<file path="config.mk">
export PLATFORM = sky130hd
export DESIGN_NAME = decode_forward_stage
export DESIGN_NICKNAME = d
export VERILOG_FILES = /design/src/rtl/decode_forward_pkg.sv /design/src/rtl/decode_operand_select.sv /design/src/rtl/decode_forward_stage.sv
export SDC_FILE = /design/constraint.sdc
export NUM_CORES = 1
export LEC_CHECK = 0
export CAP_MARGIN = 5
export CORE_MARGIN = 2
export CORE_UTILIZATION = 25
export DETAILED_ROUTE_END_ITERATION = 10
export PLACE_DENSITY = 0.54
export REMOVE_ABC_BUFFERS = 1
export SYNTH_ARGS = -nofsm -noshare
export SYNTH_HDL_FRONTEND = slang
export SYNTH_HIERARCHICAL = 1
export SYNTH_SLANG_ARGS = --single-unit
</file>
<file path="constraint.sdc">
create_clock -name clock -period 5.1 [get_ports clock]
set_input_delay 1.02 -clock clock [delete_from_list [all_inputs] [get_ports clock]]
set_output_delay 1.02 -clock clock [all_outputs]
set_load 0.1 [all_outputs]
</file>
<file path="src/rtl/decode_forward_pkg.sv">
// Shared opcode constants and immediate-format classification for the
// decode/forward stage.
package decode_forward_pkg;

   localparam logic [6:0] OP_IMM    = 7'b0010011;
   localparam logic [6:0] OP_LOAD   = 7'b0000011;
   localparam logic [6:0] OP_JALR   = 7'b1100111;
   localparam logic [6:0] OP_STORE  = 7'b0100011;
   localparam logic [6:0] OP_BRANCH = 7'b1100011;
   localparam logic [6:0] OP_LUI    = 7'b0110111;
   localparam logic [6:0] OP_AUIPC  = 7'b0010111;
   localparam logic [6:0] OP_JAL    = 7'b1101111;

   typedef enum logic [2:0] {
      IMM_I,
      IMM_S,
      IMM_B,
      IMM_U,
      IMM_J,
      IMM_NONE
   } imm_type_e;

   function automatic imm_type_e imm_type_of(input logic [6:0] opcode);
      imm_type_e t;
      case (opcode)
         OP_IMM, OP_LOAD, OP_JALR: t = IMM_I;
         OP_STORE:                 t = IMM_S;
         OP_BRANCH:                t = IMM_B;
         OP_LUI, OP_AUIPC:         t = IMM_U;
         OP_JAL:                   t = IMM_J;
         default:                  t = IMM_NONE;
      endcase
      return t;
   endfunction

endpackage

</file>
<file path="src/rtl/decode_operand_select.sv">
// Resolves one source operand against the in-flight producers; the nearest
// matching producer wins and its pending flag is reported.
module decode_operand_select #(
   parameter int DATA_WIDTH = 32,
   parameter int FWD_STAGES = 3,
   parameter int SEL_W      = $clog2(FWD_STAGES + 1)
) (
   input  logic [4:0]                       addr,
   input  logic [DATA_WIDTH-1:0]            rf_data,
   input  logic [FWD_STAGES-1:0]            fwd_valid,
   input  logic [5*FWD_STAGES-1:0]          fwd_rd,
   input  logic [DATA_WIDTH*FWD_STAGES-1:0] fwd_data,
   input  logic [FWD_STAGES-1:0]            fwd_pending,
   output logic [DATA_WIDTH-1:0]            data,
   output logic [SEL_W-1:0]                 sel,
   output logic                             pending
);

   import decode_forward_pkg::*;

   logic found;

   always_comb begin
      data    = rf_data;
      sel     = '0;
      pending = 1'b0;
      found   = 1'b0;
      if (addr == 5'd0) begin
         data = '0;
      end else begin
         // Scan from nearest to oldest; the first hit locks out older ones.
         for (int unsigned i = 0; i < FWD_STAGES; i++) begin
            if (!found && fwd_valid[i] && (fwd_rd[5*i +: 5] == addr)) begin
               found   = 1'b1;
               data    = fwd_data[DATA_WIDTH*i +: DATA_WIDTH];
               sel     = SEL_W'(i + 1);
               pending = fwd_pending[i];
            end
         end
      end
   end

endmodule

</file>
<file path="src/rtl/decode_forward_stage.sv">
// Decode stage: field split, immediate generation, operand forwarding with
// load-use hazard detection, and a valid/ready ID/EX register.
module decode_forward_stage #(
   parameter int DATA_WIDTH   = 32,
   parameter int ADDRESS_BITS = 20,
   parameter int FWD_STAGES   = 3,
   parameter int SEL_W        = $clog2(FWD_STAGES + 1),
   parameter int CNT_W        = 16
) (
   input  logic                             clock,
   input  logic                             reset,
   input  logic                             in_valid,
   output logic                             in_ready,
   input  logic [ADDRESS_BITS-1:0]          in_pc,
   input  logic [31:0]                      in_instruction,
   output logic [4:0]                       rf_rs1_addr,
   output logic [4:0]                       rf_rs2_addr,
   input  logic [DATA_WIDTH-1:0]            rf_rs1_data,
   input  logic [DATA_WIDTH-1:0]            rf_rs2_data,
   input  logic [FWD_STAGES-1:0]            fwd_valid,
   input  logic [5*FWD_STAGES-1:0]          fwd_rd,
   input  logic [DATA_WIDTH*FWD_STAGES-1:0] fwd_data,
   input  logic [FWD_STAGES-1:0]            fwd_pending,
   input  logic                             flush,
   output logic                             out_valid,
   input  logic                             out_ready,
   output logic [ADDRESS_BITS-1:0]          out_pc,
   output logic [DATA_WIDTH-1:0]            out_rs1_data,
   output logic [DATA_WIDTH-1:0]            out_rs2_data,
   output logic [SEL_W-1:0]                 out_rs1_sel,
   output logic [SEL_W-1:0]                 out_rs2_sel,
   output logic [4:0]                       out_rd,
   output logic [6:0]                       out_opcode,
   output logic [2:0]                       out_funct3,
   output logic [6:0]                       out_funct7,
   output logic [31:0]                      out_imm,
   output logic [CNT_W-1:0]                 hazard_count
);

   import decode_forward_pkg::*;

   logic [6:0]            opcode;
   logic [31:0]           imm;
   logic [DATA_WIDTH-1:0] rs1_data, rs2_data;
   logic [SEL_W-1:0]      rs1_sel, rs2_sel;
   logic                  rs1_pending, rs2_pending;
   logic                  hazard;

   assign opcode      = in_instruction[6:0];
   assign rf_rs1_addr = in_instruction[19:15];
   assign rf_rs2_addr = in_instruction[24:20];

   always_comb begin
      imm = '0;
      case (imm_type_of(opcode))
         IMM_I: imm = {{20{in_instruction[31]}}, in_instruction[31:20]};
         IMM_S: imm = {{20{in_instruction[31]}}, in_instruction[31:25], in_instruction[11:7]};
         IMM_B: imm = {{19{in_instruction[31]}}, in_instruction[31], in_instruction[7],
                       in_instruction[30:25], in_instruction[11:8], 1'b0};
         IMM_U: imm = {in_instruction[31:12], 12'b0};
         IMM_J: imm = {{11{in_instruction[31]}}, in_instruction[31], in_instruction[19:12],
                       in_instruction[20], in_instruction[30:21], 1'b0};
         default: imm = '0;
      endcase
   end

   decode_operand_select #(
      .DATA_WIDTH (DATA_WIDTH),
      .FWD_STAGES (FWD_STAGES),
      .SEL_W      (SEL_W)
   ) u_rs1_sel (
      .addr        (rf_rs1_addr),
      .rf_data     (rf_rs1_data),
      .fwd_valid   (fwd_valid),
      .fwd_rd      (fwd_rd),
      .fwd_data    (fwd_data),
      .fwd_pending (fwd_pending),
      .data        (rs1_data),
      .sel         (rs1_sel),
      .pending     (rs1_pending)
   );

   decode_operand_select #(
      .DATA_WIDTH (DATA_WIDTH),
      .FWD_STAGES (FWD_STAGES),
      .SEL_W      (SEL_W)
   ) u_rs2_sel (
      .addr        (rf_rs2_addr),
      .rf_data     (rf_rs2_data),
      .fwd_valid   (fwd_valid),
      .fwd_rd      (fwd_rd),
      .fwd_data    (fwd_data),
      .fwd_pending (fwd_pending),
      .data        (rs2_data),
      .sel         (rs2_sel),
      .pending     (rs2_pending)
   );

   assign hazard   = in_valid && (rs1_pending || rs2_pending);
   assign in_ready = !flush && !hazard && (!out_valid || out_ready);

   always_ff @(posedge clock or posedge reset) begin
      if (reset) begin
         out_valid    <= 1'b0;
         out_pc       <= '0;
         out_rs1_data <= '0;
         out_rs2_data <= '0;
         out_rs1_sel  <= '0;
         out_rs2_sel  <= '0;
         out_rd       <= '0;
         out_opcode   <= '0;
         out_funct3   <= '0;
         out_funct7   <= '0;
         out_imm      <= '0;
      end else if (flush) begin
         out_valid <= 1'b0;
      end else if (in_valid && in_ready) begin
         out_valid    <= 1'b1;
         out_pc       <= in_pc;
         out_rs1_data <= rs1_data;
         out_rs2_data <= rs2_data;
         out_rs1_sel  <= rs1_sel;
         out_rs2_sel  <= rs2_sel;
         out_rd       <= in_instruction[11:7];
         out_opcode   <= opcode;
         out_funct3   <= in_instruction[14:12];
         out_funct7   <= in_instruction[31:25];
         out_imm      <= imm;
      end else if (out_valid && out_ready) begin
         out_valid <= 1'b0;
      end
   end

   always_ff @(posedge clock or posedge reset) begin
      if (reset) begin
         hazard_count <= '0;
      end else if (hazard && !flush && (hazard_count != '1)) begin
         hazard_count <= hazard_count + CNT_W'(1);
      end
   end

endmodule

</file>
==> report_table.html <==
<table>
<tr><th>Metric</th><th>Value</th></tr>
<tr><th colspan="2">Detailed routing</th></tr>
<tr><td>Final wirelength</td><td>about 42 mm</td></tr>
<tr><td>Count of antenna-violating nets left after detailed routing</td><td>0</td></tr>
<tr><td>DRT iter0 DRCs</td><td>440</td></tr>
<tr><td>Post-DR vias/cell</td><td>4.99</td></tr>
<tr><td>Vias after detailed routing</td><td>9555</td></tr>
<tr><td>DRC viols</td><td>0</td></tr>
<tr><td>First-pass detailed-route iteration total</td><td>5</td></tr>
<tr><td>Routed WL per cell</td><td>21.9 um</td></tr>
<tr><th colspan="2">Clock tree</th></tr>
<tr><td>Count of buffers added by post-CTS timing repair for setup</td><td>0</td></tr>
<tr><td>Number of buffers inserted during clock tree synthesis</td><td>17</td></tr>
<tr><td>Number of buffers between clock root and the deepest sink</td><td>2</td></tr>
<tr><td>Post-cts sizing count</td><td>0</td></tr>
<tr><td>Clock tree sinks</td><td>roughly 160</td></tr>
<tr><td>Root buffer cell</td><td>sky130_fd_sc_hd__clkbuf_16</td></tr>
<tr><td>Htree depth</td><td>4</td></tr>
<tr><td>Worst skew pair latency</td><td>0.45 ns</td></tr>
<tr><td>Clock transition at the register clock pins on the worst setup and hold paths after CTS</td><td>0.07 ns</td></tr>
<tr><td>Number of buffers added to fix hold violations after cts</td><td>0</td></tr>
<tr><td>CTS tree</td><td>done</td></tr>
<tr><th colspan="2">Cells and area</th></tr>
<tr><td>Fraction of final layout cells sized beyond drive strength 1</td><td>7.40%</td></tr>
<tr><td>Number of standard cells in the layout, taps in and fillers out</td><td>1914</td></tr>
<tr><td>Finished Cell Area</td><td>14100 um2</td></tr>
<tr><td>Area occupied by multi-input gates</td><td>around 4700 um2</td></tr>
<tr><td>Commonest non-fill, non-tap cell in the layout</td><td>sky130_fd_sc_hd__clkdlybuf4s50_1</td></tr>
<tr><td>Layout filler cell count</td><td>3667</td></tr>
<tr><td>Layout area overhead</td><td>54.3%</td></tr>
<tr><td>Net count, final</td><td>1671</td></tr>
<tr><td>Highest-count cells in the layout ignoring fill and taps</td><td>sky130_fd_sc_hd__clkdlybuf4s50_1 (396), sky130_fd_sc_hd__nand2_1 (366), sky130_fd_sc_hd__dfrtp_1 (159)</td></tr>
<tr><td>Utilization after layout</td><td>around two fifths</td></tr>
<tr><td>Sequential cell area</td><td>3980 um2</td></tr>
<tr><th colspan="2">STA</th></tr>
<tr><td>Share of the cycle needed by the critical path after routing</td><td>91.6%</td></tr>
<tr><td>Unrepaired setup endpoints after global routing</td><td>no</td></tr>
<tr><td>Max Clk Rate</td><td>214 MHz</td></tr>
<tr><td>Worst Tran Pin Value</td><td>1.11 ns</td></tr>
<tr><td>Final worst path period need</td><td>4.67 ns</td></tr>
<tr><td>Hold Fails Final Rpt</td><td>0</td></tr>
<tr><td>Worst slack on hold paths</td><td>0.476 ns</td></tr>
<tr><td>Post-route clock skew</td><td>0.00781 ns</td></tr>
<tr><td>Final Slew Violations</td><td>0</td></tr>
<tr><td>Remaining max-slew budget at the tightest pin</td><td>25.8%</td></tr>
<tr><td>Total negative slack</td><td>0 ns</td></tr>
<tr><td>Final setup violation count</td><td>0</td></tr>
<tr><th colspan="2">Floorplanning</th></tr>
<tr><td>Total Die Area</td><td>approximately 38000 um2</td></tr>
<tr><td>Die boundary height</td><td>196 um</td></tr>
<tr><td>Initial core utilization</td><td>25.2%</td></tr>
<tr><td>Top-level port count</td><td>408</td></tr>
<tr><td>Number of placement rows</td><td>70</td></tr>
<tr><td>Die W</td><td>196 um</td></tr>
<tr><td>Core Region</td><td>36300 um2</td></tr>
<tr><th colspan="2">Min path</th></tr>
<tr><td>Beginning of the worst hold path</td><td>out_rs2_data[13]$_DFFE_PP0P_</td></tr>
<tr><td>Min-Delay Path Depth</td><td>2</td></tr>
<tr><td>Worst Hold End</td><td>out_rs2_data[13]$_DFFE_PP0P_</td></tr>
<tr><td>Class of the most critical hold timing path</td><td>flip-flop to flip-flop</td></tr>
<tr><th colspan="2">Setup path</th></tr>
<tr><td>Path depth of the worst reg2reg path</td><td>5</td></tr>
<tr><td>Maximum net fanout on the critical path</td><td>7</td></tr>
<tr><td>Type of the worst setup path</td><td>input port to output port</td></tr>
<tr><td>Critical path arrival</td><td>3.65 ns</td></tr>
<tr><td>Critical R2R Capture</td><td>out_imm[13]$_DFFE_PP0P_</td></tr>
<tr><td>Launching point of the worst reg2reg path</td><td>out_valid$_DFFE_PP0P_</td></tr>
<tr><td>Endpoint kind of the worst setup timing path</td><td>output port</td></tr>
<tr><td>Required time of the critical path</td><td>between 4 and 5 ns</td></tr>
<tr><td>Critical Path Start Type</td><td>input port</td></tr>
<tr><td>Register-to-register setup slack</td><td>3.20 ns</td></tr>
<tr><th colspan="2">Power</th></tr>
<tr><td>P_int</td><td>2.90 mW</td></tr>
<tr><td>Net switching power of the design</td><td>2.95 mW</td></tr>
<tr><td>Static power due to leakage</td><td>6.07 nW</td></tr>
<tr><td>Proportion of power drawn by combinational gates</td><td>between 40% and 50%</td></tr>
<tr><td>Part of the power in registers</td><td>27.3%</td></tr>
<tr><td>Sw frac</td><td>50.4%</td></tr>
<tr><td>Maximum vdd drop</td><td>0.000234 V</td></tr>
<tr><td>Part of the power in the clock network</td><td>23.3%</td></tr>
<tr><td>Power per standard cell area</td><td>414 nW/um2</td></tr>
<tr><th colspan="2">Synthesis</th></tr>
<tr><td>Cell types occupying the most area after synthesis</td><td>sky130_fd_sc_hd__dfrtp_1 (43%), sky130_fd_sc_hd__nand2_1 (15%), sky130_fd_sc_hd__o2bb2ai_1 (6.1%)</td></tr>
<tr><td>Netlist Area Pre-Place</td><td>9170 um2</td></tr>
<tr><td>Number of flip-flops and latches in the synthesized netlist</td><td>159</td></tr>
<tr><td>Post-synthesis cell type with the largest combined area</td><td>sky130_fd_sc_hd__dfrtp_1</td></tr>
<tr><td>Area share of the largest cell type after synthesis</td><td>43.4%</td></tr>
<tr><td>Most instantiated flip-flop cell in the synthesis netlist</td><td>sky130_fd_sc_hd__dfrtp_1</td></tr>
<tr><td>Sequential cell area fraction in the yosys report</td><td>43.4%</td></tr>
<tr><td>Share of flip-flops with an asynchronous set or reset after synthesis</td><td>100%</td></tr>
<tr><td>Yosys synthesis warning count</td><td>6</td></tr>
<tr><td>Mean Syn Cell Area</td><td>about 8.5 um2</td></tr>
<tr><td>Post-Synthesis Cells</td><td>1078</td></tr>
<tr><td>Distinct cell type count of the synthesized netlist</td><td>51</td></tr>
<tr><td>Number of flops mapped to enable cells by yosys</td><td>0</td></tr>
<tr><th colspan="2">Placement</th></tr>
<tr><td>Placed cell areas</td><td>between 10000 and 15000 um2</td></tr>
<tr><td>Port Buffers</td><td>407</td></tr>
<tr><td>Post-DP HPWL</td><td>around 28 mm</td></tr>
<tr><td>Weighted congestion at the end of routability-driven global placement</td><td>about 0.84</td></tr>
<tr><td>Placed instance count</td><td>about 1900</td></tr>
<tr><th colspan="2">Global routing</th></tr>
<tr><td>Global-route wire length before repair</td><td>63.2 mm</td></tr>
<tr><td>Antenna violations before repair</td><td>2</td></tr>
<tr><td>Pin count of the biggest net entering global routing</td><td>87</td></tr>
<tr><td>Global Route Usage Sum</td><td>22.0%</td></tr>
<tr><td>Remaining global-route overflow</td><td>0</td></tr>
<tr><td>Number of global-route vias before repair</td><td>9964</td></tr>
<tr><th colspan="2">Outcome</th></tr>
<tr><td>Run status</td><td>complete, no violations</td></tr>
<tr><th colspan="2">Run</th></tr>
<tr><td>MaxCap Viol Count</td><td>0</td></tr>
</table>
## synthesized netlist by cell type (3+ instances only)
cell type,number
sky130_fd_sc_hd__a211oi_1,56
sky130_fd_sc_hd__a211oi_2,19
sky130_fd_sc_hd__a21boi_0,34
sky130_fd_sc_hd__a21o_1,3
sky130_fd_sc_hd__a21oi_1,17
sky130_fd_sc_hd__a221oi_1,4
sky130_fd_sc_hd__a22o_1,5
sky130_fd_sc_hd__a311oi_1,3
sky130_fd_sc_hd__a31oi_1,3
sky130_fd_sc_hd__and2_1,5
sky130_fd_sc_hd__and3_1,36
sky130_fd_sc_hd__and4_1,5
sky130_fd_sc_hd__buf_2,25
sky130_fd_sc_hd__buf_4,18
sky130_fd_sc_hd__buf_6,6
sky130_fd_sc_hd__clkbuf_1,42
sky130_fd_sc_hd__dfrtp_1,159
sky130_fd_sc_hd__inv_1,3
sky130_fd_sc_hd__nand2_1,366
sky130_fd_sc_hd__nand3_1,16
sky130_fd_sc_hd__nand4_1,3
sky130_fd_sc_hd__nor2_1,39
sky130_fd_sc_hd__nor2_2,4
sky130_fd_sc_hd__o21ai_0,66
sky130_fd_sc_hd__o2bb2ai_1,64
sky130_fd_sc_hd__xnor2_1,23
sky130_fd_sc_hd__xor2_1,22
## registers in the layout, indices dropped and copies added (netlist names)
| signal | count |
|---|---|
| out_opcode | 7 |
| out_rs1_sel | 2 |
| out_funct3 | 3 |
| out_rs1_data | 32 |
| out_rs2_data | 32 |
| out_valid | 1 |
| out_pc | 20 |
| out_rd | 5 |
| out_funct7 | 7 |
| out_imm | 32 |
| out_rs2_sel | 2 |
| hazard_count | 16 |
## power groups by stage
stage | registers, mW | logic, mW | clock network [mW]
6_report | 1.60 | 2.89 | 1.36
3_3_place_gp | 1.61 | 2.90 | 0
5_1_grt | 1.63 | 3.00 | 1.45
2_1_floorplan | 3.20 | 0.382 | 0
4_1_cts | 1.60 | 2.90 | 1.40
3_5_place_dp | 1.62 | 2.90 | 0
## logic make-up after synthesis
| family | count (synthesis) | share of synthesized area (%) |
|---|---|---|
| simple gates | 492 | 23.0 |
| compound gates | 282 | 23.1 |
| flops | 159 | 43.4 |
| buf+inv | 97 | 5.89 |
| xor+xnor | 45 | 4.30 |
| mux | 2 | 0.246 |
| fa+ha+maj | 1 | 0.136 |
## final cells by class
cell class / count / area share (%)
timing repair buffer: 429 / 30.1
clock buffer: 19 / 3.20
inverter: 3 / 0.115
multi-input combinational: 822 / 33.1
sequential: 159 / 28.1
tap: 468 / 4.14
antenna: 1 / 0.0177
clock inverter: 13 / 1.16
## through the flow
stage	setup slack [ns]	power, mW
after floorplan	-1.20	3.59
after global placement	0.508	4.51
after detailed placement	0.469	4.52
after CTS	0.465	5.90
after global routing	0.201	6.08
final	0.429	5.85
## routing by layer
metal	GRT usage, %	share of wire (%)	up-vias
met4	8.34	3.2	2
met1	27.6	42	4639
li1	-	-	4433
met2	35.2	46	422
met3	7.08	8.8	59
met5	0	0.043	-
## worst max-delay path by stage
stage / from / slack, ns / end / depth (start not counted)
global placement: in_instruction[24] / 0.51 / in_ready / 9
global route: in_instruction[22] / 0.20 / in_ready / 9
floorplan: in_instruction[22] / -1.20 / out_imm[12]$_DFFE_PP0P_ / 9
finish: in_instruction[22] / 0.43 / in_ready / 9
detailed placement: in_instruction[22] / 0.47 / in_ready / 9
CTS: in_instruction[22] / 0.46 / in_ready / 9
## critical path: stages
cell,delay [ns]
sky130_fd_sc_hd__clkdlybuf4s50_1,0.58
sky130_fd_sc_hd__xor2_1,0.24
sky130_fd_sc_hd__nor4_1,0.53
sky130_fd_sc_hd__and3_2,0.29
sky130_fd_sc_hd__nand2_1,0.05
sky130_fd_sc_hd__a311oi_1,0.35
sky130_fd_sc_hd__or2_2,0.27
sky130_fd_sc_hd__a21oi_1,0.13
sky130_fd_sc_hd__buf_12,0.18
Note: power is estimated with default switching activity, not from simulation.
